[config.mk]
export PLATFORM = sky130hd
export DESIGN_NAME = pipe_stage_buf
export DESIGN_NICKNAME = d
export VERILOG_FILES = /design/src/rtl/pipe_stage_buf_pkg.sv /design/src/rtl/pipe_stage_buf_pipe_entry.sv /design/src/rtl/pipe_stage_buf.sv
export SDC_FILE = /design/constraint.sdc
export NUM_CORES = 1
export LEC_CHECK = 0
export ABC_AREA = 1
export CORE_UTILIZATION = 45
export CTS_CLUSTER_DIAMETER = 50
export CTS_CLUSTER_SIZE = 16
export DETAILED_ROUTE_END_ITERATION = 8
export HOLD_SLACK_MARGIN = 0.15
export PLACE_DENSITY_LB_ADDON = 0.15
export SLEW_MARGIN = 20
export SYNTH_ARGS = -nofsm -noshare
export SYNTH_HDL_FRONTEND = slang
export SYNTH_SLANG_ARGS = --single-unit
[constraint.sdc]
create_clock -name clk -period 2.3 [get_ports clk]
set_input_delay 0.345 -clock clk [delete_from_list [all_inputs] [get_ports clk]]
set_output_delay 0.345 -clock clk [all_outputs]
set_load 0.02 [all_outputs]
[src/rtl/pipe_stage_buf_pkg.sv]
// Shared defaults and state encoding for the fetch/decode pipeline stage buffer.
package pipe_stage_buf_pkg;

    localparam int unsigned INST_W_DEF = 32;
    localparam int unsigned ADDR_W_DEF = 32;

    // addi x0,x0,0
    localparam logic [31:0] INST_NOP = 32'h0000_0013;

    typedef enum logic [1:0] {
        ST_EMPTY = 2'd0,
        ST_ONE   = 2'd1,
        ST_TWO   = 2'd2
    } state_e;

endpackage : pipe_stage_buf_pkg

[src/rtl/pipe_stage_buf_pipe_entry.sv]
// One storage slot: valid bit plus payload, loaded only on demand.
module pipe_entry #(
    parameter int unsigned W       = 64,
    parameter logic [W-1:0] RST_VAL = '0
) (
    input  logic         clk,
    input  logic         rst,
    input  logic         clr_i,
    input  logic         ld_i,
    input  logic [W-1:0] data_i,
    output logic         valid_o,
    output logic [W-1:0] data_o
);

    logic         valid_q;
    logic [W-1:0] data_q;

    // Clear beats load; payload only changes on a real load to avoid toggling.
    always_ff @(posedge clk) begin
        if (rst) begin
            valid_q <= 1'b0;
            data_q  <= RST_VAL;
        end else begin
            if (clr_i) begin
                valid_q <= 1'b0;
            end else if (ld_i) begin
                valid_q <= 1'b1;
                data_q  <= data_i;
            end
        end
    end

    assign valid_o = valid_q;
    assign data_o  = data_q;

endmodule : pipe_entry

[src/rtl/pipe_stage_buf.sv]
// Pipeline stage register with registered ready, 2-entry skid buffer and flush.
module pipe_stage_buf
    import pipe_stage_buf_pkg::*;
#(
    parameter int unsigned        INST_W   = INST_W_DEF,
    parameter int unsigned        ADDR_W   = ADDR_W_DEF,
    parameter logic [INST_W-1:0]  NOP_VAL  = INST_W'(INST_NOP),
    parameter logic [ADDR_W-1:0]  ADDR_RST = '0
) (
    input  logic              clk,
    input  logic              rst,
    input  logic              flush_i,
    input  logic              valid_i,
    output logic              ready_o,
    input  logic [INST_W-1:0] inst_i,
    input  logic [ADDR_W-1:0] inst_addr_i,
    output logic              valid_o,
    input  logic              ready_i,
    output logic [INST_W-1:0] inst_o,
    output logic [ADDR_W-1:0] inst_addr_o
);

    localparam int unsigned PAY_W = INST_W + ADDR_W;
    localparam logic [PAY_W-1:0] PAY_RST = {NOP_VAL, ADDR_RST};

    logic             ready_q;
    logic             ready_d;
    logic             main_v;
    logic             skid_v;
    logic [PAY_W-1:0] main_data;
    logic [PAY_W-1:0] skid_data;
    logic [PAY_W-1:0] main_in;
    logic             main_ld;
    logic             main_clr;
    logic             main_sel_skid;
    logic             skid_ld;
    logic             skid_clr;
    logic             accept;
    logic             drain;
    state_e           state_q;
    state_e           state_d;

    assign accept = valid_i & ready_q;
    assign drain  = main_v & ready_i;

    // Occupancy is held in the entry valid bits; skid-without-main decodes as EMPTY.
    always_comb begin
        state_q = ST_EMPTY;
        if (main_v) begin
            state_q = skid_v ? ST_TWO : ST_ONE;
        end
    end

    // Next-state and entry control.
    always_comb begin
        state_d       = state_q;
        main_ld       = 1'b0;
        main_clr      = 1'b0;
        main_sel_skid = 1'b0;
        skid_ld       = 1'b0;
        skid_clr      = 1'b0;
        if (flush_i) begin
            state_d  = ST_EMPTY;
            main_clr = 1'b1;
            skid_clr = 1'b1;
        end else begin
            case (state_q)
                ST_EMPTY: begin
                    if (accept) begin
                        main_ld = 1'b1;
                        state_d = ST_ONE;
                    end
                end
                ST_ONE: begin
                    if (accept && drain) begin
                        main_ld = 1'b1;
                    end else if (accept) begin
                        skid_ld = 1'b1;
                        state_d = ST_TWO;
                    end else if (drain) begin
                        main_clr = 1'b1;
                        state_d  = ST_EMPTY;
                    end
                end
                ST_TWO: begin
                    if (drain) begin
                        main_ld       = 1'b1;
                        main_sel_skid = 1'b1;
                        skid_clr      = 1'b1;
                        state_d       = ST_ONE;
                    end
                end
                default: begin
                    main_clr = 1'b1;
                    skid_clr = 1'b1;
                    state_d  = ST_EMPTY;
                end
            endcase
        end
    end

    assign ready_d = (state_d != ST_TWO);

    // Registered ready: high whenever the skid slot will be free next cycle.
    always_ff @(posedge clk) begin
        if (rst) begin
            ready_q <= 1'b1;
        end else begin
            ready_q <= ready_d;
        end
    end

    assign main_in = main_sel_skid ? skid_data : {inst_i, inst_addr_i};

    pipe_entry #(
        .W       (PAY_W),
        .RST_VAL (PAY_RST)
    ) u_main (
        .clk     (clk),
        .rst     (rst),
        .clr_i   (main_clr),
        .ld_i    (main_ld),
        .data_i  (main_in),
        .valid_o (main_v),
        .data_o  (main_data)
    );

    pipe_entry #(
        .W       (PAY_W),
        .RST_VAL (PAY_RST)
    ) u_skid (
        .clk     (clk),
        .rst     (rst),
        .clr_i   (skid_clr),
        .ld_i    (skid_ld),
        .data_i  ({inst_i, inst_addr_i}),
        .valid_o (skid_v),
        .data_o  (skid_data)
    );

    assign ready_o     = ready_q;
    assign valid_o     = main_v;
    assign inst_o      = main_v ? main_data[PAY_W-1 -: INST_W] : NOP_VAL;
    assign inst_addr_o = main_v ? main_data[ADDR_W-1:0]        : ADDR_RST;

endmodule : pipe_stage_buf

### After elaboration in Yosys (flattened, before gate mapping)

Index checks and enable logic that the tools add are counted.

| storage, ports and cells | value |
|---|---|
| bits in registers | 131 |
| bits of input ports | 69 |
| output and inout bits | 66 |
| word-level logic and storage cells | 48 |

| cells by class | value |
|---|---|
| eq/ne operators | 3 |
| multiplexer cells | 28 |
| bitwise operators | 4 |
| reduce and logical (&&, ||, !) cells | 8 |

Operators by type and width:

| kind | number |
|---|---|
| 32-bit two-way mux | 2 |
| 64-bit two-way mux | 1 |
| 2-bit two-way mux | 8 |
| 1-bit two-way mux | 13 |
| 2-bit OR reduction | 4 |
| 2-bit one-hot mux with 3 select lines | 1 |
| 1-bit one-hot mux with 2 select lines | 2 |
| 2-bit AND reduction | 2 |
| 1-bit one-hot mux with 3 select lines | 1 |
| 1-bit bitwise AND | 2 |
| 2-bit by 1-bit equality test with 1-bit output, second input constant | 1 |
| 2-bit equality test, second input constant | 1 |
| 2-bit zero test | 1 |
| 2-bit inequality test, second input constant | 1 |
| 1-bit inverter | 2 |
| 1-bit logical AND | 1 |

### Logic depth before layout (Yosys ltp)

| depth | value |
|---|---|
| depth in word-level cells | 8 |
| mapped depth | 9 |
| depth with buffers taken out | 8 |

### Hierarchy

A second synthesis with hierarchy kept.

| second synthesis, totals | value |
|---|---|
| cells, all modules | 1190 |
| area total of the unflattened synthesis | 7299.5 um^2 |

By module, submodules not included:

| module | times used | cells an instance | area each (um^2) | seq. area each (um^2) |
|---|---|---|---|---|
| pipe_entry | 2 | 412 | 2727.6 | 1301.2 |
| pipe_stage_buf | 1 | 366 | 1844.3 | 20.0 |

### Least setup slack after synthesis

Ideal clock, no wire load.

| timing | value |
|---|---|
| path type | reg-to-output |
| from | reg u_main.valid_q (netlist: u_main.valid_o) |
| to | out inst_addr_o[23] |
| arrival time | 1.137 ns |
| required time | 1.955 ns |
| path slack | 0.818 ns |
| cell stages (with the launch flop) | 5 |
| path buffers | 2 |
| path through | dfxtp_1 buf_4 clkbuf_1 nand2_1 inv_1 |

| on the way | value |
|---|---|
| longest elaborated chain between the ends | 1 |

RTL lines:

| element | RTL line | RTL |
|---|---|---|
| from (decl) | pipe_stage_buf_pipe_entry.sv:15 | `logic valid_q;` |
| from (signal assigned) | pipe_stage_buf_pipe_entry.sv:21 | `valid_q <= 1'b0;` |
| from (signal assigned) | pipe_stage_buf_pipe_entry.sv:25 | `valid_q <= 1'b0;` |
| from (signal assigned) | pipe_stage_buf_pipe_entry.sv:27 | `valid_q <= 1'b1;` |
| 32-bit two-way mux | pipe_stage_buf.sv:144 | `assign inst_addr_o = main_v ? main_data[ADDR_W-1:0] : ADDR_RST;` |
| to (decl) | pipe_stage_buf.sv:20 | `output logic [ADDR_W-1:0] inst_addr_o` |

No other way between the ends.

### Worst setup path after layout

Same ends and word-level chain as after synthesis.

==> run_results.csv <==
group,metric,value,unit
die,die_w,120,um
route,ant_nets,0,
sta,hold_ws,442,ps
logic_synthesis,netlist_area,6240,um2
die,die_area,14300,um2
global_routing,antenna_found_initial,0,
cts,cts_tree,"yes",
setup_path,worst_r2r_endpoint,"u_main.data_o[14]",
route,drt-initial-drc-count,460,
global_routing,grt_max_degree,126,
setup_path,crit_fanout,46,
placement,dp_hpwl,8.28,mm
logic_synthesis,yosys_warnings,0,
sta,worstMarginPinSlew,555,ps
finish,diodes,0,
setup_path,worstSetupPathType,"reg -> out",
setup_path,critical_path_arrival,1840,ps
logic_synthesis,synth_top_area_share,42.0,%
setup_path,startpoint,"u_main.valid_o",
setup_path,crit_path_end,"inst_addr_o[23]",
finish,final_util,61.3,%
pwr,comb_power_share,11.0,%
outcome,outcome,"finished clean",
sta,slew_violations,0,
global_routing,grt-ovfl-total,0,
sta,finalCriticalPeriod,2190,ps
placement,dp_slack,201,ps
sta,fmax,0.457,GHz
sta,setup_viol,0,
cts,holdBufCountCts,0,
logic_synthesis,synth_edf_count,0,
cts,clock_latency,420,ps
logic_synthesis,synth_cell_types,22,
logic_synthesis,synth_area_leaders,"dfxtp_1 42%, nand2_1 16%, inv_1 11%",
logic_synthesis,synth.most_common_cell,"nand2_1",
sta,fin_crit_sh,95.1,%
setup_path,crit_required,1960,ps
cts,cts.path.max_buffers,2,
logic_synthesis,synthFlopType,"dfxtp_1",
setup_path,critPathLaunchType,"register",
route,drc,0,
pwr,seqPwrFrac,43.4,%
logic_synthesis,synth_top_cell_by_area,"dfxtp_1",
pwr,pwr_density_cell,679,nW/um2
sta,timing.final.ws_setup,112,ps
setup_path,critPathCaptureType,"primary output",
cts,htree_levels,4,
logic_synthesis,synthArstFlopShare,0,%
setup_path,r2r_setup_slack,590,ps
die,core_region_area,13400,um2
route,wl_per_cell,10.7,um
die,start_util,46.6,%
min_path,hp-start,"u_skid.data_o[27]",
sta,hold_viol,0,
finish,finish.net_count,1154,
finish,drive_gt1_share,4.64,%
sta,setup_tns,0,ps
setup_path,reg2reg_depth,9,
cts,clock_sinks,131,
die,num_rows,42,
cts,clk_pin_slew_worst_paths,50,ps
placement,io_buffer_count,134,
global_routing,track_usage,19.7,%
logic_synthesis,yosysSeqAreaShare,42.0,%
route,via_per_inst,4.52,
placement,place.gp.congestion,0.751,
sta,max_slew_margin,63.0,%
flow_run,max_cap_viol_count,0,
die,fp.dieH,120,um
pwr,p_leak,4.08,nW
pwr,sw_frac_of_total,23.2,%
logic_synthesis,avgSynthCellArea,6.36,um2
logic_synthesis,syn_nets,1050,
cts,numCtsBuffers,17,
min_path,min_path_cells,2,
min_path,hold_class,"reg -> reg",
logic_synthesis,ys_seq_elements,131,
sta,fin_skew,6.73,ps
logic_synthesis,synthCells,981,
route,dr_total_vias,5756,
logic_synthesis,synth_common_cells,"263 x nand2_1, 189 x inv_1, 131 x dfxtp_1",
setup_path,reg2reg_from,"u_main.valid_o",
global_routing,grt_pass1_wl,22.7,mm
finish,area_growth,31.6,%
pwr,ir_drop,0.441,mV
pwr,p_clk_share,45.6,%
cts,ctsRootBufferMaster,"clkbuf_16",
sta,rsz0062_at_grt,"no",
route,drt-total-wl,13.6,mm
placement,placed_cell_area,7650,um2
global_routing,grt_pass1_vias,4992,
route,drt-pass1-iter-count,5,
die,io_pins,135,
pwr,power_switching,1.30,mW
finish,fin_area,8210,um2
pwr,internal_power,4.28,mW
## cell type report
class                           instances  area (um2)
Multi-Input combinational cell        599        2560
Timing Repair Buffer                  146        1540
Clock buffer                           28         517
Sequential cell                       131        2620
Inverter                              190         714
Tap cell                              176         220
Clock inverter                          4        45.0
Fill cell                            1267        5190
## worst max-delay path: stages (launching register included)
cell,delay [ps]
dfxtp_2,410
buf_12,260
nand2_1,80
inv_1,50
clkdlybuf4s50_1,630
## state kept, by name, indices dropped and copies added, names as in the netlist
signal          flops
ready_o             1
u_skid.data_o      64
u_main.valid_o      1
u_main.data_o      64
u_skid.valid_o      1
## power groups by stage
stage                     sequential (mW)  combinational (mW)  clock, mW
after detailed placement             2.47               0.613          0
after global routing                 2.43               0.698       2.71
after floorplan                      2.46               0.381          0
final                                2.42               0.615       2.54
after global placement               2.46               0.610          0
after CTS                            2.42               0.620       2.60
## cells by family (layout without fill, tap and decap cells)
group / after synthesis / count (layout) / synth area share, %
AO/OA/AOI/OAI: 186 / 186 / 15.0
buffers and inverters: 251 / 368 / 17.1
AND/OR/NAND/NOR: 413 / 413 / 25.8
flip-flops: 131 / 131 / 42.0
## through the flow
stage                     std cells  power (mW)
final                          1274        5.58
after global placement         1242        3.07
after floorplan                 981        2.84
after CTS                      1274        5.64
after global routing           1274        5.84
after detailed placement       1242        3.08
## routing by layer
| layer | wire, um | vias up | global-route usage (%) |
|---|---|---|---|
| met2 | 5980 | 136 | 31.0 |
| met1 | 6750 | 2474 | 26.0 |
| met4 | 171 | 0 | 7.34 |
| met5 | 0 | - | 0 |
| met3 | 712 | 14 | 4.80 |
| li1 | - | 3132 | - |
## cell usage in the layout (no fill, tap or decap), drive strengths merged, types with 2 or more instances in the layout
master / Yosys / layout
a21oi: 62 / 62
buf: 29 / 12
clkbuf: 32 / 28
clkdlybuf4s50: 0 / 132
clkinv: 0 / 4
dfxtp: 131 / 131
dlymetal6s2s: 0 / 2
inv: 190 / 189
nand2: 266 / 266
nand3: 15 / 15
nor2: 128 / 128
o21ai: 122 / 122
or2: 4 / 4
## worst min-delay path by stage
stage	slack, ps	endpoint
CTS	450	u_skid.data_o[35]
global placement	430	u_skid.data_o[34]
floorplan	420	u_skid.data_o[27]
detailed placement	440	u_skid.data_o[27]
global route	450	u_skid.data_o[40]
finish	440	u_skid.data_o[27]
## what timing repair did
action	CTS	global route
endpoints found under the hold margin	0	0
resized for setup	0	2
endpoints found under the setup margin	0	2
buffers inserted	0	0
Note: power is estimated with default switching activity, not from simulation.
